[src/rtl/game_sequencer_if.sv]
// Game-control bundle between the sequencer and the rest of the game:
// raw buttons and playfield events in, physics/scroll controls and scores out.
interface game_sequencer_if;
    logic       start_btn;
    logic       flap_btn;
    logic       collision;
    logic       pipe_passed;
    logic       frame_tick;
    logic       phys_reset;
    logic       phys_en;
    logic       flap_req;
    logic       scroll_en;
    logic [7:0] score;
    logic [7:0] high_score;
    logic [1:0] state;

    // Environment side: drives buttons and playfield events, observes controls.
    modport master (
        output start_btn, flap_btn, collision, pipe_passed,
        input  frame_tick, phys_reset, phys_en, flap_req, scroll_en,
               score, high_score, state
    );

    // Sequencer side.
    modport slave (
        input  start_btn, flap_btn, collision, pipe_passed,
        output frame_tick, phys_reset, phys_en, flap_req, scroll_en,
               score, high_score, state
    );
endinterface

[src/rtl/game_sequencer.sv]
// Game sequencer: frame-rate strobe, button conditioning, the
// IDLE/PLAY/DYING/OVER flow, score keeping and the best score since reset.
module game_sequencer #(
    parameter int unsigned FRAME_DIV    = 833334,  // clk cycles per frame tick, >= 2
    parameter int unsigned DEATH_FRAMES = 30       // frame ticks spent dying, >= 1
) (
    input  logic             clk,
    input  logic             reset,      // asynchronous, active low
    game_sequencer_if.slave  bus
);

    localparam int unsigned CNT_W   = $clog2(FRAME_DIV);
    localparam int unsigned DTH_W   = $clog2(DEATH_FRAMES + 1);
    localparam logic [CNT_W-1:0] CNT_LAST = CNT_W'(FRAME_DIV - 1);
    localparam logic [DTH_W-1:0] DTH_LAST = DTH_W'(DEATH_FRAMES - 1);

    typedef enum logic [1:0] {
        ST_IDLE  = 2'd0,
        ST_PLAY  = 2'd1,
        ST_DYING = 2'd2,
        ST_OVER  = 2'd3
    } state_t;

    state_t           state_q, state_next;
    logic [CNT_W-1:0] frame_cnt;
    logic [DTH_W-1:0] death_cnt, death_next;
    logic [7:0]       score_q, score_next;
    logic [7:0]       high_q, high_next;
    logic             flap_pend, flap_pend_next;
    logic             phys_reset_q, phys_en_q, scroll_en_q;

    // Button conditioning: bit 0 = start, bit 1 = flap.
    logic [1:0] btn_meta, btn_sync, btn_prev, btn_edge;
    logic       start_edge, flap_edge;
    logic       frame_tick;

    assign start_edge = btn_edge[0];
    assign flap_edge  = btn_edge[1];
    assign frame_tick = (frame_cnt == CNT_LAST);

    // Free-running frame divider, active in every state.
    // NOTE: sequential state uses non-blocking assignments so every flop
    // samples the pre-edge values of the others, independent of block order.
    always_ff @(posedge clk or negedge reset) begin
        if (!reset) begin
            frame_cnt <= '0;
        end else if (frame_tick) begin
            frame_cnt <= '0;
        end else begin
            frame_cnt <= frame_cnt + CNT_W'(1);
        end
    end

    // Two-flop synchronizers followed by a registered rising-edge detector,
    // giving a one-cycle pulse three cycles after the button goes high.
    always_ff @(posedge clk or negedge reset) begin
        if (!reset) begin
            btn_meta <= '0;
            btn_sync <= '0;
            btn_prev <= '0;
            btn_edge <= '0;
        end else begin
            btn_meta <= {bus.flap_btn, bus.start_btn};
            btn_sync <= btn_meta;
            btn_prev <= btn_sync;
            btn_edge <= btn_sync & ~btn_prev;
        end
    end

    // Next-state and datapath decode for the game flow.
    // NOTE: every variable gets a default before the case so no path can
    // leave one unassigned, which would otherwise infer a latch.
    always_comb begin
        state_next     = state_q;
        death_next     = '0;
        score_next     = score_q;
        high_next      = high_q;
        flap_pend_next = 1'b0;

        unique case (state_q)
            ST_IDLE: begin
                if (start_edge || flap_edge) state_next = ST_PLAY;
            end
            ST_PLAY: begin
                // Collision only counts on the physics update strobe.
                if (frame_tick && bus.collision) state_next = ST_DYING;
            end
            ST_DYING: begin
                if (frame_tick && (death_cnt == DTH_LAST)) state_next = ST_OVER;
            end
            ST_OVER: begin
                if (start_edge) state_next = ST_IDLE;
            end
            default: state_next = ST_IDLE;
        endcase

        // Death counter only lives while staying in DYING.
        if (state_q == ST_DYING && state_next == ST_DYING && frame_tick) begin
            death_next = death_cnt + DTH_W'(1);
        end else if (state_q == ST_DYING && state_next == ST_DYING) begin
            death_next = death_cnt;
        end

        // Score clears whenever the game is (re)entering IDLE; pipes count
        // in PLAY, including on the cycle a collision is seen.
        if (state_next == ST_IDLE) begin
            score_next = '0;
        end else if (state_q == ST_PLAY && bus.pipe_passed && score_q != 8'hFF) begin
            score_next = score_q + 8'd1;
        end

        if (state_q == ST_DYING && state_next == ST_OVER && score_q > high_q) begin
            high_next = score_q;
        end

        // One pending flap per frame; an edge on the tick cycle carries into
        // the next frame. Anything outside a continuing PLAY drops it.
        if (state_q == ST_PLAY && state_next == ST_PLAY) begin
            flap_pend_next = frame_tick ? flap_edge : (flap_pend | flap_edge);
        end
    end

    // Game state, counters, scores and registered control outputs.
    always_ff @(posedge clk or negedge reset) begin
        if (!reset) begin
            state_q      <= ST_IDLE;
            death_cnt    <= '0;
            score_q      <= '0;
            high_q       <= '0;
            flap_pend    <= 1'b0;
            phys_reset_q <= 1'b1;
            phys_en_q    <= 1'b0;
            scroll_en_q  <= 1'b0;
        end else begin
            state_q      <= state_next;
            death_cnt    <= death_next;
            score_q      <= score_next;
            high_q       <= high_next;
            flap_pend    <= flap_pend_next;
            phys_reset_q <= (state_next == ST_IDLE);
            phys_en_q    <= (state_next == ST_PLAY) || (state_next == ST_DYING);
            scroll_en_q  <= (state_next == ST_PLAY);
        end
    end

    assign bus.frame_tick = frame_tick;
    assign bus.flap_req   = frame_tick & flap_pend;
    assign bus.phys_reset = phys_reset_q;
    assign bus.phys_en    = phys_en_q;
    assign bus.scroll_en  = scroll_en_q;
    assign bus.score      = score_q;
    assign bus.high_score = high_q;
    assign bus.state      = state_q;

endmodule

[src/flat_wrapper.sv]
// flat-port wrapper written by rule: the top's interface ports become plain ports
module game_sequencer_flat 
#(
    parameter int unsigned FRAME_DIV    = 833334,                                    
    parameter int unsigned DEATH_FRAMES = 30                                       
)
  (clk, reset, bus_start_btn, bus_flap_btn, bus_collision, bus_pipe_passed, bus_frame_tick, bus_phys_reset, bus_phys_en, bus_flap_req, bus_scroll_en, bus_score, bus_high_score, bus_state);
  game_sequencer_if bus_i ();
  input  logic clk;
  input  logic reset;
  input wire logic [$bits(bus_i.start_btn)-1:0] bus_start_btn;
  input wire logic [$bits(bus_i.flap_btn)-1:0] bus_flap_btn;
  input wire logic [$bits(bus_i.collision)-1:0] bus_collision;
  input wire logic [$bits(bus_i.pipe_passed)-1:0] bus_pipe_passed;
  output wire logic [$bits(bus_i.frame_tick)-1:0] bus_frame_tick;
  output wire logic [$bits(bus_i.phys_reset)-1:0] bus_phys_reset;
  output wire logic [$bits(bus_i.phys_en)-1:0] bus_phys_en;
  output wire logic [$bits(bus_i.flap_req)-1:0] bus_flap_req;
  output wire logic [$bits(bus_i.scroll_en)-1:0] bus_scroll_en;
  output wire logic [$bits(bus_i.score)-1:0] bus_score;
  output wire logic [$bits(bus_i.high_score)-1:0] bus_high_score;
  output wire logic [$bits(bus_i.state)-1:0] bus_state;
  assign bus_i.start_btn = bus_start_btn;
  assign bus_i.flap_btn = bus_flap_btn;
  assign bus_i.collision = bus_collision;
  assign bus_i.pipe_passed = bus_pipe_passed;
  assign bus_frame_tick = bus_i.frame_tick;
  assign bus_phys_reset = bus_i.phys_reset;
  assign bus_phys_en = bus_i.phys_en;
  assign bus_flap_req = bus_i.flap_req;
  assign bus_scroll_en = bus_i.scroll_en;
  assign bus_score = bus_i.score;
  assign bus_high_score = bus_i.high_score;
  assign bus_state = bus_i.state;
  game_sequencer #(.FRAME_DIV(FRAME_DIV), .DEATH_FRAMES(DEATH_FRAMES)) u_core (.clk(clk), .reset(reset), .bus(bus_i));
endmodule
[config.mk]
export PLATFORM = sky130hd
export DESIGN_NAME = game_sequencer_flat
export DESIGN_NICKNAME = d
export VERILOG_FILES = /design/src/rtl/game_sequencer_if.sv /design/src/rtl/game_sequencer.sv /design/src/flat_wrapper.sv
export SDC_FILE = /design/constraint.sdc
export NUM_CORES = 1
export LEC_CHECK = 0
export BUFFER_PORTS_ARGS = -buffer_cell sky130_fd_sc_hd__clkbuf_2
export CORE_MARGIN = 1
export CORE_UTILIZATION = 40
export CTS_CLUSTER_SIZE = 14
export DETAILED_ROUTE_END_ITERATION = 16
export HOLD_SLACK_MARGIN = 0.12
export REMOVE_ABC_BUFFERS = 1
export SLEW_MARGIN = 25
export SYNTH_ARGS = -nofsm -noshare
export SYNTH_HDL_FRONTEND = slang
export SYNTH_SLANG_ARGS = --single-unit
[constraint.sdc]
create_clock -name clk -period 2.6 [get_ports clk]
set_input_delay 0.26 -clock clk [delete_from_list [all_inputs] [get_ports clk]]
set_output_delay 0.26 -clock clk [all_outputs]
set_load 0.05 [all_outputs]
==> reports/results.ini <==
[clocking]
cts_sinks=55
htreeDepth=2
clk_pin_slew_ns=0.10
clkLatencyLatePin_ns=0.30
cts_buffers=5
cts-root-buf=clkbuf_8
cts_tree=yes
clock_path_buffers=2

[timing]
fin_crit_sh=0.990
whs_ns=0.356
max_slew_margin=0.550
finClkSkew_ns=0.00704
worst_pin_slew_ns=0.674
min_period_ns=2.57
finalSetupViolations=0
hold_viol=0
fmax_ghz=0.389
maxSlewViolCount=0
grt_setup_unrepaired=yes

[logic_synthesis]
ys_top_cells_by_area=dfrtp_1, ha_1, xnor2_1
synth_cells=250
synth_top_area_frac=0.510
synth_edf_count=0
async_flop_share=1.00
yosysTopAreaCell=dfrtp_1
yosysSeqAreaShare=0.520
yosys_warnings=0
synth_seq_cells=55
syn_area_sq_um=2650
ys.flop_type=dfrtp_1
post_synth.cell_area_avg_sq_um=10.6
synth.distinct_cells=40

[place]
gp_congestion=0.766
port_buffers=28
dpl.hpwl_um=3630

[drt]
drt_pass1_iterations=4
dr_total_vias=1946
drc=0
drt-initial-drc-count=22
wl_per_cell_um=13.2
vias_per_cell=5.02
wl_um=5120
ant_nets=0

[final_layout]
drive_gt1_frac=0.254
antenna-diode-count=0
final_common_cell=dfrtp_1
fin_nets=333
utilization=0.518
area_growth_pct=24.9
final_cell_mix=dfrtp_1, nor2_1, clkbuf_2

[floorplanning]
dieArea_sq_um=6950
ios=29
coreArea_sq_um=6390
rows=29
start_util=0.415
dieWidth_um=83.4
die_y_um=83.4

[pwr]
p_int_w=0.00127
peakVddDrop_uv=352
switching_power_w=0.000501
p_seq_frac=0.526
power.share.switching=0.283
p_leak_nw=1.53
pwr-share-comb=0.160
power_density_nw_per_um2=536
power.share.clock=0.313

[global_route]
gr-total-overflow=0
grtUsageMet1=0.202
met3_usage=0.0298
grt_pass1_wl_um=8600
top_usage_layer=met2
grt_max_degree=56
met2_usage=0.262
antenna_found_initial=0
grt_pass1_vias=1903
grt_util_all_layers=0.155

[setup_path]
startpoint_type=register
endpoint_kind=register
path_class=register to register
cp_data_arrival_time_ns=2.77
critical_path_required_ns=2.79
critPathMaxFanout=8

[outcome]
status=finished clean

[job]
max_cap_viol_count=0

[worst_hold_path]
hp-class=register to register

[critical path, cell delays in order, from the launching register on]
cell and delay (ns):
dfrtp_1 0.37, nand2_2 0.06, or3_1 0.35, or4_4 0.56
inv_6 0.11, a31oi_4 0.08, a31o_4 0.23, ha_4 0.15
nand4_1 0.07, buf_6 0.16, mux2_4 0.31
[Yosys cell counts, types with 2 or more instances]
library cell  number
dfrtp_1           54
nor2_1            28
nand2_1           19
ha_1              17
xnor2_1           15
inv_1             14
nand3_1           13
a21oi_1           12
nand4_1            9
o21ai_0            8
mux2_2             7
xor2_1             6
nor2b_1            5
or3_1              5
and3_1             3
and4_1             3
nor3_1             3
o21a_1             3
a31oi_1            2
buf_2              2
mux2i_1            2
o211ai_1           2
[flip-flops by register name, summed over array words and instances, names as in the netlist, 2 cells and up]
name	flops
u_core.bus.score	8
u_core.bus.high_score	8
u_core.btn_edge	2
u_core.btn_meta	2
u_core.bus.state	2
u_core.btn_prev	2
u_core.death_cnt	5
u_core.frame_cnt	20
u_core.btn_sync	2
[path summary, 6_finish.rpt]
path                                                    start                                   end  slack [ns]  depth (start not counted)
worst max-delay path            u_core.frame_cnt[8]$_DFF_PN0_  u_core.bus.high_score[6]$_DFFE_PN0P_        0.03                         10
worst min-delay path             u_core.btn_meta[0]$_DFF_PN0_          u_core.btn_sync[0]$_DFF_PN0_        0.36                          0
worst max register to register  u_core.frame_cnt[8]$_DFF_PN0_  u_core.bus.high_score[6]$_DFFE_PN0P_        0.03                         10
worst min register to register   u_core.btn_meta[0]$_DFF_PN0_          u_core.btn_sync[0]$_DFF_PN0_        0.36                          0
max in group asynchronous                               reset          u_core.bus.phys_en$_DFF_PN0_        1.55                          3
min in group asynchronous                               reset       u_core.bus.score[0]$_DFFE_PN0P_        0.62                          3
[kinds of logic (layout without fill, tap and decap cells)]
group,count (synthesis),in the layout,share of synthesized area
and+or+nand+nor,100,100,0.197
AOI/OAI and AO/OA,30,30,0.0662
DFF,55,55,0.520
muxes,9,9,0.0373
buffers and inverters,18,79,0.0293
xor gates and xnor gates,21,21,0.0695
adders and majority gates,17,17,0.0803
[metrics by stage]
step	setup TNS [ns]	cell area, sq um	std cells	setup WS, ns	power [W]
CTS	0	3170	383	0.00397	0.00179
global placement	0	3020	372	0.00916	0.00122
floorplan	-9.21	2620	246	-0.707	0.00113
global route	-0.370	3310	388	-0.0542	0.00186
detailed placement	-0.246	3020	372	-0.0401	0.00123
finish	0	3310	388	0.0270	0.00177
[power groups by stage]
stage | clock [W] | combinational (W) | sequential [W]
after floorplan | 0 | 0.000103 | 0.00103
after detailed placement | 0 | 0.000277 | 0.000949
after global placement | 0 | 0.000272 | 0.000947
after CTS | 0.000578 | 0.000281 | 0.000932
after global routing | 0.000607 | 0.000312 | 0.000941
final | 0.000555 | 0.000284 | 0.000932
[final cells by class]
| cell class | instances | area [sq um] |
|---|---|---|
| clock buffers | 6 | 72.6 |
| clock inverters | 2 | 37.5 |
| fillers | 587 | 3080 |
| inverters | 14 | 57.6 |
| multi-input cells | 177 | 1280 |
| flip-flops and latches | 55 | 1380 |
| well taps | 77 | 96.3 |
| repair buffers | 57 | 383 |
[repair_timing]
item                                    in CTS  in global routing
cloned                                       0                  0
resized for setup                            4                 23
buffers inserted                             0                  5
endpoints found under the setup margin       8                  8
hold buffers                                 3                  0
pin swaps                                    0                  6
hold endpoints to repair                    56                  0
[layer usage]
layer | share of wire | vias to the layer above | wire (um)
li1 | - | 983 | -
met1 | 0.48 | 930 | 2480
met5 | 0 | - | 0
met3 | 0.027 | 5 | 137
met2 | 0.47 | 28 | 2430
met4 | 0.013 | 0 | 68
(Power assumes the default switching activity.)
